===== src/rtl/mc_ctrl_fsm.sv =====
// mc_ctrl_fsm -- multicycle RV32I control unit (Moore FSM).
//
// Steps one instruction at a time through FETCH/DECODE and a short
// opcode-dependent tail, producing datapath selects and write enables.
// FETCH, MEMREAD and MEMWRITE wait on mem_ready, holding all outputs.
//
// Ports:
//   clk, rst          clock; asynchronous active-high reset (state -> FETCH)
//   opcode[6:0]       instr[6:0], stable outside FETCH
//   zero              ALU zero flag, qualifies the branch in BEQ
//   mem_ready         memory handshake, access completes when 1
//   pc_write          PC load enable = pc_update | (branch & zero)
//   adr_src           memory address select (0 PC, 1 ALUOut)
//   mem_write         data memory write request
//   ir_write          instruction register load enable
//   result_src[1:0]   00 ALUOut, 01 read data, 10 ALU result
//   alu_src_a[1:0]    00 PC, 01 old PC, 10 rs1
//   alu_src_b[1:0]    00 rs2, 01 immediate, 10 constant 4
//   alu_op[1:0]       00 R-type, 10 I-type, 01 add, 11 beq compare
//   imm_src[1:0]      immediate format from opcode (combinational)
//   reg_write         register file write enable
//   instr_done        pulse in the last cycle of each instruction
//   illegal_instr     (only with RV32I_CTRL_ILLEGAL_EN) unknown opcode seen
//
// Build option: define RV32I_CTRL_ILLEGAL_EN to trap unknown opcodes in an
// ILLEGAL state that holds until reset. Without it, unknown opcodes
// retire as a NOP straight from DECODE.

module mc_ctrl_fsm (
  input  logic       clk,
  input  logic       rst,
  input  logic [6:0] opcode,
  input  logic       zero,
  input  logic       mem_ready,
  output logic       pc_write,
  output logic       adr_src,
  output logic       mem_write,
  output logic       ir_write,
  output logic [1:0] result_src,
  output logic [1:0] alu_src_a,
  output logic [1:0] alu_src_b,
  output logic [1:0] alu_op,
  output logic [1:0] imm_src,
  output logic       reg_write,
  output logic       instr_done
`ifdef RV32I_CTRL_ILLEGAL_EN
  ,
  output logic       illegal_instr
`endif
);

  localparam logic [6:0] OP_LW   = 7'b0000011;
  localparam logic [6:0] OP_SW   = 7'b0100011;
  localparam logic [6:0] OP_R    = 7'b0110011;
  localparam logic [6:0] OP_I    = 7'b0010011;
  localparam logic [6:0] OP_BEQ  = 7'b1100011;
  localparam logic [6:0] OP_JAL  = 7'b1101111;

  typedef enum logic [3:0] {
    S_FETCH,
    S_DECODE,
    S_MEMADR,
    S_MEMREAD,
    S_MEMWB,
    S_MEMWRITE,
    S_EXECUTER,
    S_EXECUTEI,
    S_ALUWB,
    S_BEQ,
    S_JAL
`ifdef RV32I_CTRL_ILLEGAL_EN
    ,
    S_ILLEGAL
`endif
  } state_t;

  state_t state_q, state_d;

  // Ungated enables; the write-type ones are masked by rst below so that
  // nothing can be written while reset is held.
  logic pc_update, branch;
  logic mem_write_raw, ir_write_raw, reg_write_raw, done_raw;

  always_ff @(posedge clk or posedge rst) begin
    if (rst) state_q <= S_FETCH;
    else     state_q <= state_d;
  end

  always_comb begin
    state_d       = state_q;
    adr_src       = 1'b0;
    result_src    = 2'b00;
    alu_src_a     = 2'b00;
    alu_src_b     = 2'b00;
    alu_op        = 2'b01;
    pc_update     = 1'b0;
    branch        = 1'b0;
    mem_write_raw = 1'b0;
    ir_write_raw  = 1'b0;
    reg_write_raw = 1'b0;
    done_raw      = 1'b0;
`ifdef RV32I_CTRL_ILLEGAL_EN
    illegal_instr = 1'b0;
`endif
    case (state_q)
      S_FETCH: begin
        alu_src_b    = 2'b10;
        result_src   = 2'b10;
        // IR and PC load only in the cycle the fetch completes.
        ir_write_raw = mem_ready;
        pc_update    = mem_ready;
        if (mem_ready) state_d = S_DECODE;
      end
      S_DECODE: begin
        alu_src_a = 2'b01;
        alu_src_b = 2'b01;
        case (opcode)
          OP_LW, OP_SW: state_d = S_MEMADR;
          OP_R:         state_d = S_EXECUTER;
          OP_I:         state_d = S_EXECUTEI;
          OP_BEQ:       state_d = S_BEQ;
          OP_JAL:       state_d = S_JAL;
          default: begin
`ifdef RV32I_CTRL_ILLEGAL_EN
            state_d  = S_ILLEGAL;
`else
            // Unknown opcode retires here as a NOP.
            state_d  = S_FETCH;
            done_raw = 1'b1;
`endif
          end
        endcase
      end
      S_MEMADR: begin
        alu_src_a = 2'b10;
        alu_src_b = 2'b01;
        state_d   = (opcode == OP_SW) ? S_MEMWRITE : S_MEMREAD;
      end
      S_MEMREAD: begin
        adr_src = 1'b1;
        if (mem_ready) state_d = S_MEMWB;
      end
      S_MEMWRITE: begin
        adr_src       = 1'b1;
        mem_write_raw = 1'b1;
        done_raw      = mem_ready;
        if (mem_ready) state_d = S_FETCH;
      end
      S_MEMWB: begin
        result_src    = 2'b01;
        reg_write_raw = 1'b1;
        done_raw      = 1'b1;
        state_d       = S_FETCH;
      end
      S_EXECUTER: begin
        alu_src_a = 2'b10;
        alu_op    = 2'b00;
        state_d   = S_ALUWB;
      end
      S_EXECUTEI: begin
        alu_src_a = 2'b10;
        alu_src_b = 2'b01;
        alu_op    = 2'b10;
        state_d   = S_ALUWB;
      end
      S_ALUWB: begin
        reg_write_raw = 1'b1;
        done_raw      = 1'b1;
        state_d       = S_FETCH;
      end
      S_BEQ: begin
        alu_src_a = 2'b10;
        alu_op    = 2'b11;
        branch    = 1'b1;
        done_raw  = 1'b1;
        state_d   = S_FETCH;
      end
      S_JAL: begin
        alu_src_a = 2'b01;
        alu_src_b = 2'b10;
        pc_update = 1'b1;
        state_d   = S_ALUWB;
      end
`ifdef RV32I_CTRL_ILLEGAL_EN
      S_ILLEGAL: begin
        illegal_instr = 1'b1;
        state_d       = S_ILLEGAL;
      end
`endif
      default: state_d = S_FETCH;
    endcase
  end

  assign pc_write   = ~rst & (pc_update | (branch & zero));
  assign mem_write  = ~rst & mem_write_raw;
  assign ir_write   = ~rst & ir_write_raw;
  assign reg_write  = ~rst & reg_write_raw;
  assign instr_done = ~rst & done_raw;

  // Immediate format depends only on the opcode, not on the state.
  always_comb begin
    case (opcode)
      OP_SW:   imm_src = 2'b01;
      OP_BEQ:  imm_src = 2'b10;
      OP_JAL:  imm_src = 2'b11;
      default: imm_src = 2'b00;
    endcase
  end

endmodule


===== config.mk =====
export PLATFORM = sky130hd
export DESIGN_NAME = mc_ctrl_fsm
export DESIGN_NICKNAME = d
export VERILOG_FILES = /design/src/rtl/mc_ctrl_fsm.sv
export SDC_FILE = /design/constraint.sdc
export NUM_CORES = 1
export LEC_CHECK = 0
export CAP_MARGIN = 20
export CORE_AREA = 2 2 39 41
export CTS_BUF_LIST = sky130_fd_sc_hd__clkbuf_16
export DETAILED_ROUTE_END_ITERATION = 8
export DIE_AREA = 0 0 41 43
export DONT_BUFFER_PORTS = 1
export PLACE_DENSITY = 0.73
export SYNTH_ARGS = -nofsm -noshare
export SYNTH_HDL_FRONTEND = slang
export SYNTH_SLANG_ARGS = --single-unit

===== constraint.sdc =====
create_clock -name clk -period 1.71 [get_ports clk]
set_clock_uncertainty 0.05 [all_clocks]
set_input_delay 0.342 -clock clk [delete_from_list [all_inputs] [get_ports clk]]
set_output_delay 0.342 -clock clk [all_outputs]
set_load 0.02 [all_outputs]

# Yosys cells after proc, flatten, opt, wreduce, memory -nomap -nowiden
# Index checks and enable logic that the tools add are counted.
# classes
bitwise_logic	8
mux	19
reduce_logical	12
eq_ne	19
# op_table
cell	n
4-bit one-hot mux with 6 select lines	1
4-bit one-hot mux with 5 select lines	1
4-bit by 3-bit == test with 1-bit output (second input constant)	4
7-bit by 6-bit == test with 1-bit output (second input constant)	2
7-bit == test (second input constant)	2
4-bit == test (second input constant)	3
4-bit two-way mux	3
2-bit one-hot mux with 2 select lines	3
2-bit one-hot mux with 3 select lines	2
2-bit OR reduction	5
3-bit OR reduction	3
4-bit by 2-bit == test with 1-bit output (second input constant)	2
7-bit by 2-bit == test with 1-bit output (second input constant)	1
7-bit by 5-bit == test with 1-bit output (second input constant)	1
1-bit AND	6
1-bit two-way mux	6
2-bit inequality test (second input constant)	3
6-bit OR reduction	1
4-bit by 1-bit == test with 1-bit output (second input constant)	1
4-bit zero test	1
4-bit OR reduction	1
3-bit two-way mux	1
1-bit one-hot mux with 3 select lines	1
3-bit AND reduction	1
3 further kinds	3
# word_totals
register_bits	4
elab_cells	59
in_bits	11

# Longest topological paths before layout
# depth
word_depth	5
mapped_depth	5

# Least setup slack after synthesis
# Ideal clock, no wire load.
# synth_path
path_kind	reg-to-output
startpoint	reg state_q[2]
endpoint	out reg_write
required_ns	1.318
slack_ns	-0.097
stages_incl_launch_ff	5
arrival_ns	1.415
path_cell_list	dfrtp_1 buf_4 buf_2 xnor2_1 nor4_1
# synth_via
elab_chain_len	4
word_cells_on_any_way	5
cone_classes	eq/ne (2); mux (1); bitwise (1); reduce/logical (1)
# synth_rtl
item	line	source
from (decl)	77	state_t state_q, state_d;
from (signal assigned)	86	else state_q <= state_d;
4-bit == test / 4-bit by 3-bit == test with 1-bit output (equally long branches)	105	case (state_q)
2-bit OR reduction (no source line) *	n/a	
1-bit two-way mux *	105	
1-bit AND *	197	assign reg_write = ~rst & reg_write_raw;
to (decl)	44	output logic reg_write,
# Mark *: on every way between the ends. The rest lies on a longest branch, timed or not.

# Final worst setup path
# layout_path
startpoint	reg state_q[0]
endpoint	out reg_write
# The elaborated chain is that of the path after synthesis.

==> impl_metrics.py <==
metrics = {
    "clock_network": {
        "cts_buffer_depth": 2,
        "htreeDepth": 1,
        "cts_tree": "yes",
        "cts_buffers": 3,
        "cts_root_buffer": "clkbuf_16",
        "clk_transition_reported_paths_ns": 0.03,
        "clock_sinks": 4,
        "insertion_delay_ns": 0.22,
    },
    "setup_path": {
        "regToRegEndpoint": "state_q[2]",
        "r2r_setup_slack_ns": 0.02,
        "path_buf_inv": 2,
        "cp-startpoint": "state_q[0]",
        "path_delay_family": "flip-flops",
        "path_cells": "buf_4 -> nor4_4 -> buf_4",
        "cp.required_ns": 1.32,
        "critical_path.most_common_cell": "buf_4",
        "cp_slowest_cell": "dfrtp_2",
        "startpoint_type": "flop",
        "path_depth": 3,
        "cp-end-kind": "output pin",
        "r2r_start": "state_q[3]",
        "arrival_ns": 1.48,
        "cpPeakStageDelay_ns": 0.52,
        "reg2regPathDepth": 7,
        "critical_path_class": "flop to output pin",
        "crit_end": "reg_write",
        "cp_max_fo": 16,
    },
    "logic_synthesis": {
        "synth_cell_type_count": 37,
        "yosys_register_bits": 4,
        "ys.flop_type": "dfrtp_1",
        "syn_nets": 98,
        "yosysWarnings": 0,
        "synth_area_leaders": "dfrtp_1, nor3_1, nor2_1",
        "synthArstFlopShare": 1.00,
        "synth_most_common_cell": "nor2_1",
        "yosysTopAreaCellShare": 0.160,
        "synth_edf_count": 0,
        "yosys-top-cells-count": "nor2_1, nor3_1, buf_2",
        "synth_top_cell_by_area": "dfrtp_1",
        "ys_seq_area_frac": 0.160,
        "syn_area_um2": 627,
        "syn_avg_cell_area_um2": 7.21,
        "synth_cells": 87,
    },
    "floorplan": {
        "initial_utilization": 0.453,
        "die-area_um2": 1760,
        "die_h_um": 43,
        "coreArea_um2": 1380,
        "io-pin-count": 27,
        "die_w_um": 41,
        "rows": 14,
    },
    "routing": {
        "wl_per_cell_um": 16.7,
        "drt-vias-per-instance": 6.05,
        "wirelength_um": 2170,
        "ant_nets": 0,
        "dr.pass1.iters": 4,
        "drt_iter0_markers": 11,
        "drc_errors": 0,
        "via_count": 787,
    },
    "global_route": {
        "grt_first_pass_wirelength_um": 2620,
        "grt_overflow": 0,
        "antenna_found_initial": 0,
        "grt_usage": 0.210,
        "grt_pass1_vias": 676,
        "grt_max_degree": 18,
    },
    "timing": {
        "finalCritPeriodShare": 1.09,
        "fmax_ghz": 0.535,
        "worst_pin_slew_ns": 0.319,
        "relSlewSlack": 0.787,
        "layout_setup_ws_ns": -0.157,
        "rsz0062_at_grt": "yes",
        "min_period_ns": 1.87,
        "finalMaxSlewViolations": 0,
        "setup_viol": 10,
        "hold_viol": 0,
    },
    "finish": {
        "insertedDiodeCount": 0,
        "post-route-util": 0.736,
        "area_delta_synth_final_pct": 62.5,
        "reg_top3": "state_q (4)",
        "largest_register": "state_q",
        "drive_gt1_frac": 0.465,
        "stdcell_count": 130,
        "largest_reg_flops": 4,
        "nets": 127,
    },
    "placed_design": {
        "portBuffers": 0,
        "dp_cells": 117,
        "routabilityCongestion": 0.836,
        "dp_hpwl_um": 1250,
    },
    "status": {
        "status": "finished, violations left",
        "violations": "setup timing",
    },
    "worst_hold_path": {
        "worstHoldPathType": "primary input to flop",
    },
    "power": {
        "p_leak_nw": 0.455,
        "power-per-cell-area_nw_per_um2": 791,
        "power_w": 0.000806,
        "vdd.ir_drop.worst_mv": 0.607,
    },
    "job": {
        "max_cap_violations": 0,
    },
}
==> metal layers <==
| layer | global-route usage | share of wire |
|---|---|---|
| met1 | 0.220 | 0.38 |
| met5 | 0 | 0 |
| met2 | 0.378 | 0.53 |
| met3 | 0.0576 | 0.056 |
| met4 | 0.0600 | 0.030 |
==> kinds of logic (layout without fill, tap and decap cells) <==
logic type / count (synthesis) / count (layout) / share of synthesized area
AND/OR/NAND/NOR: 47 / 47 / 0.459
AO/OA/AOI/OAI: 20 / 20 / 0.214
buffers and inverters: 11 / 38 / 0.0938
flip-flops: 4 / 4 / 0.160
XOR/XNOR: 3 / 3 / 0.0419
multiplexers: 2 / 2 / 0.0319
==> cell usage in the layout, fill, tap and decap left out, types with 3 or more instances in the layout <==
master     count
xnor2_1        3
nor4_4         3
o21ai_1        3
nor3_1         4
nand2_1        3
nor2_1         8
clkbuf_16      3
nor2b_1        3
a21oi_1        3
nor3_2         3
buf_4         29
==> worst register-to-register path: cells and delay by family, from the launching register on <==
kind / cells / cell delay (ns)
buffers and inverters: 3 / 0.44
AOI/OAI and AO/OA: 2 / 0.38
DFF: 1 / 0.37
and+or+nand+nor: 2 / 0.32
==> what timing repair did <==
action	CTS	global route
hold buffers	1	0
resized for setup	11	13
pin swaps	2	4
hold endpoints to repair	4	0
setup buffers	1	8
endpoints found under the setup margin	12	12
==> how the worst min path moves through the flow <==
| stage | start | endpoint | slack (ns) | depth (start not counted) |
|---|---|---|---|---|
| after floorplan | rst | state_q[0] | 0.06 | 1 |
| after global placement | rst | state_q[0] | 0.07 | 1 |
| after detailed placement | rst | state_q[0] | 0.07 | 1 |
| after CTS | mem_ready | state_q[2] | 0.25 | 2 |
| after global routing | mem_ready | state_q[2] | 0.30 | 2 |
| final | mem_ready | state_q[2] | 0.27 | 2 |
==> final cells by class <==
class | count | area (um^2)
well taps | 16 | 20.0
inverters | 3 | 11.3
repair buffers | 32 | 250
multi-input cells | 72 | 559
flip-flops and latches | 4 | 103
clock buffers | 3 | 75.1
fillers | 105 | 365
==> through the flow <==
stage          cell area (um^2)  hold slack [ns]  setup slack, ns  TNS [ns]
2_1_floorplan               627           0.0581          -0.0972    -0.291
3_3_place_gp                764           0.0684           0.0647         0
3_5_place_dp                764           0.0745          -0.0121   -0.0121
4_1_cts                     900            0.254           -0.127    -0.569
5_1_grt                    1020            0.298           -0.192     -1.21
6_report                   1020            0.274           -0.157    -0.744
==> power by group <==
part / total (W) / leakage [nW] / switching, W / internal (W)
combinational: 0.000314 / 0.367 / 0.000162 / 0.000152
sequential: 0.000132 / 0.0512 / 0.0000283 / 0.000103
clock: 0.000360 / 0.0370 / 0.0000618 / 0.000298
No activity file was read; power rests on OpenSTA's default activity.
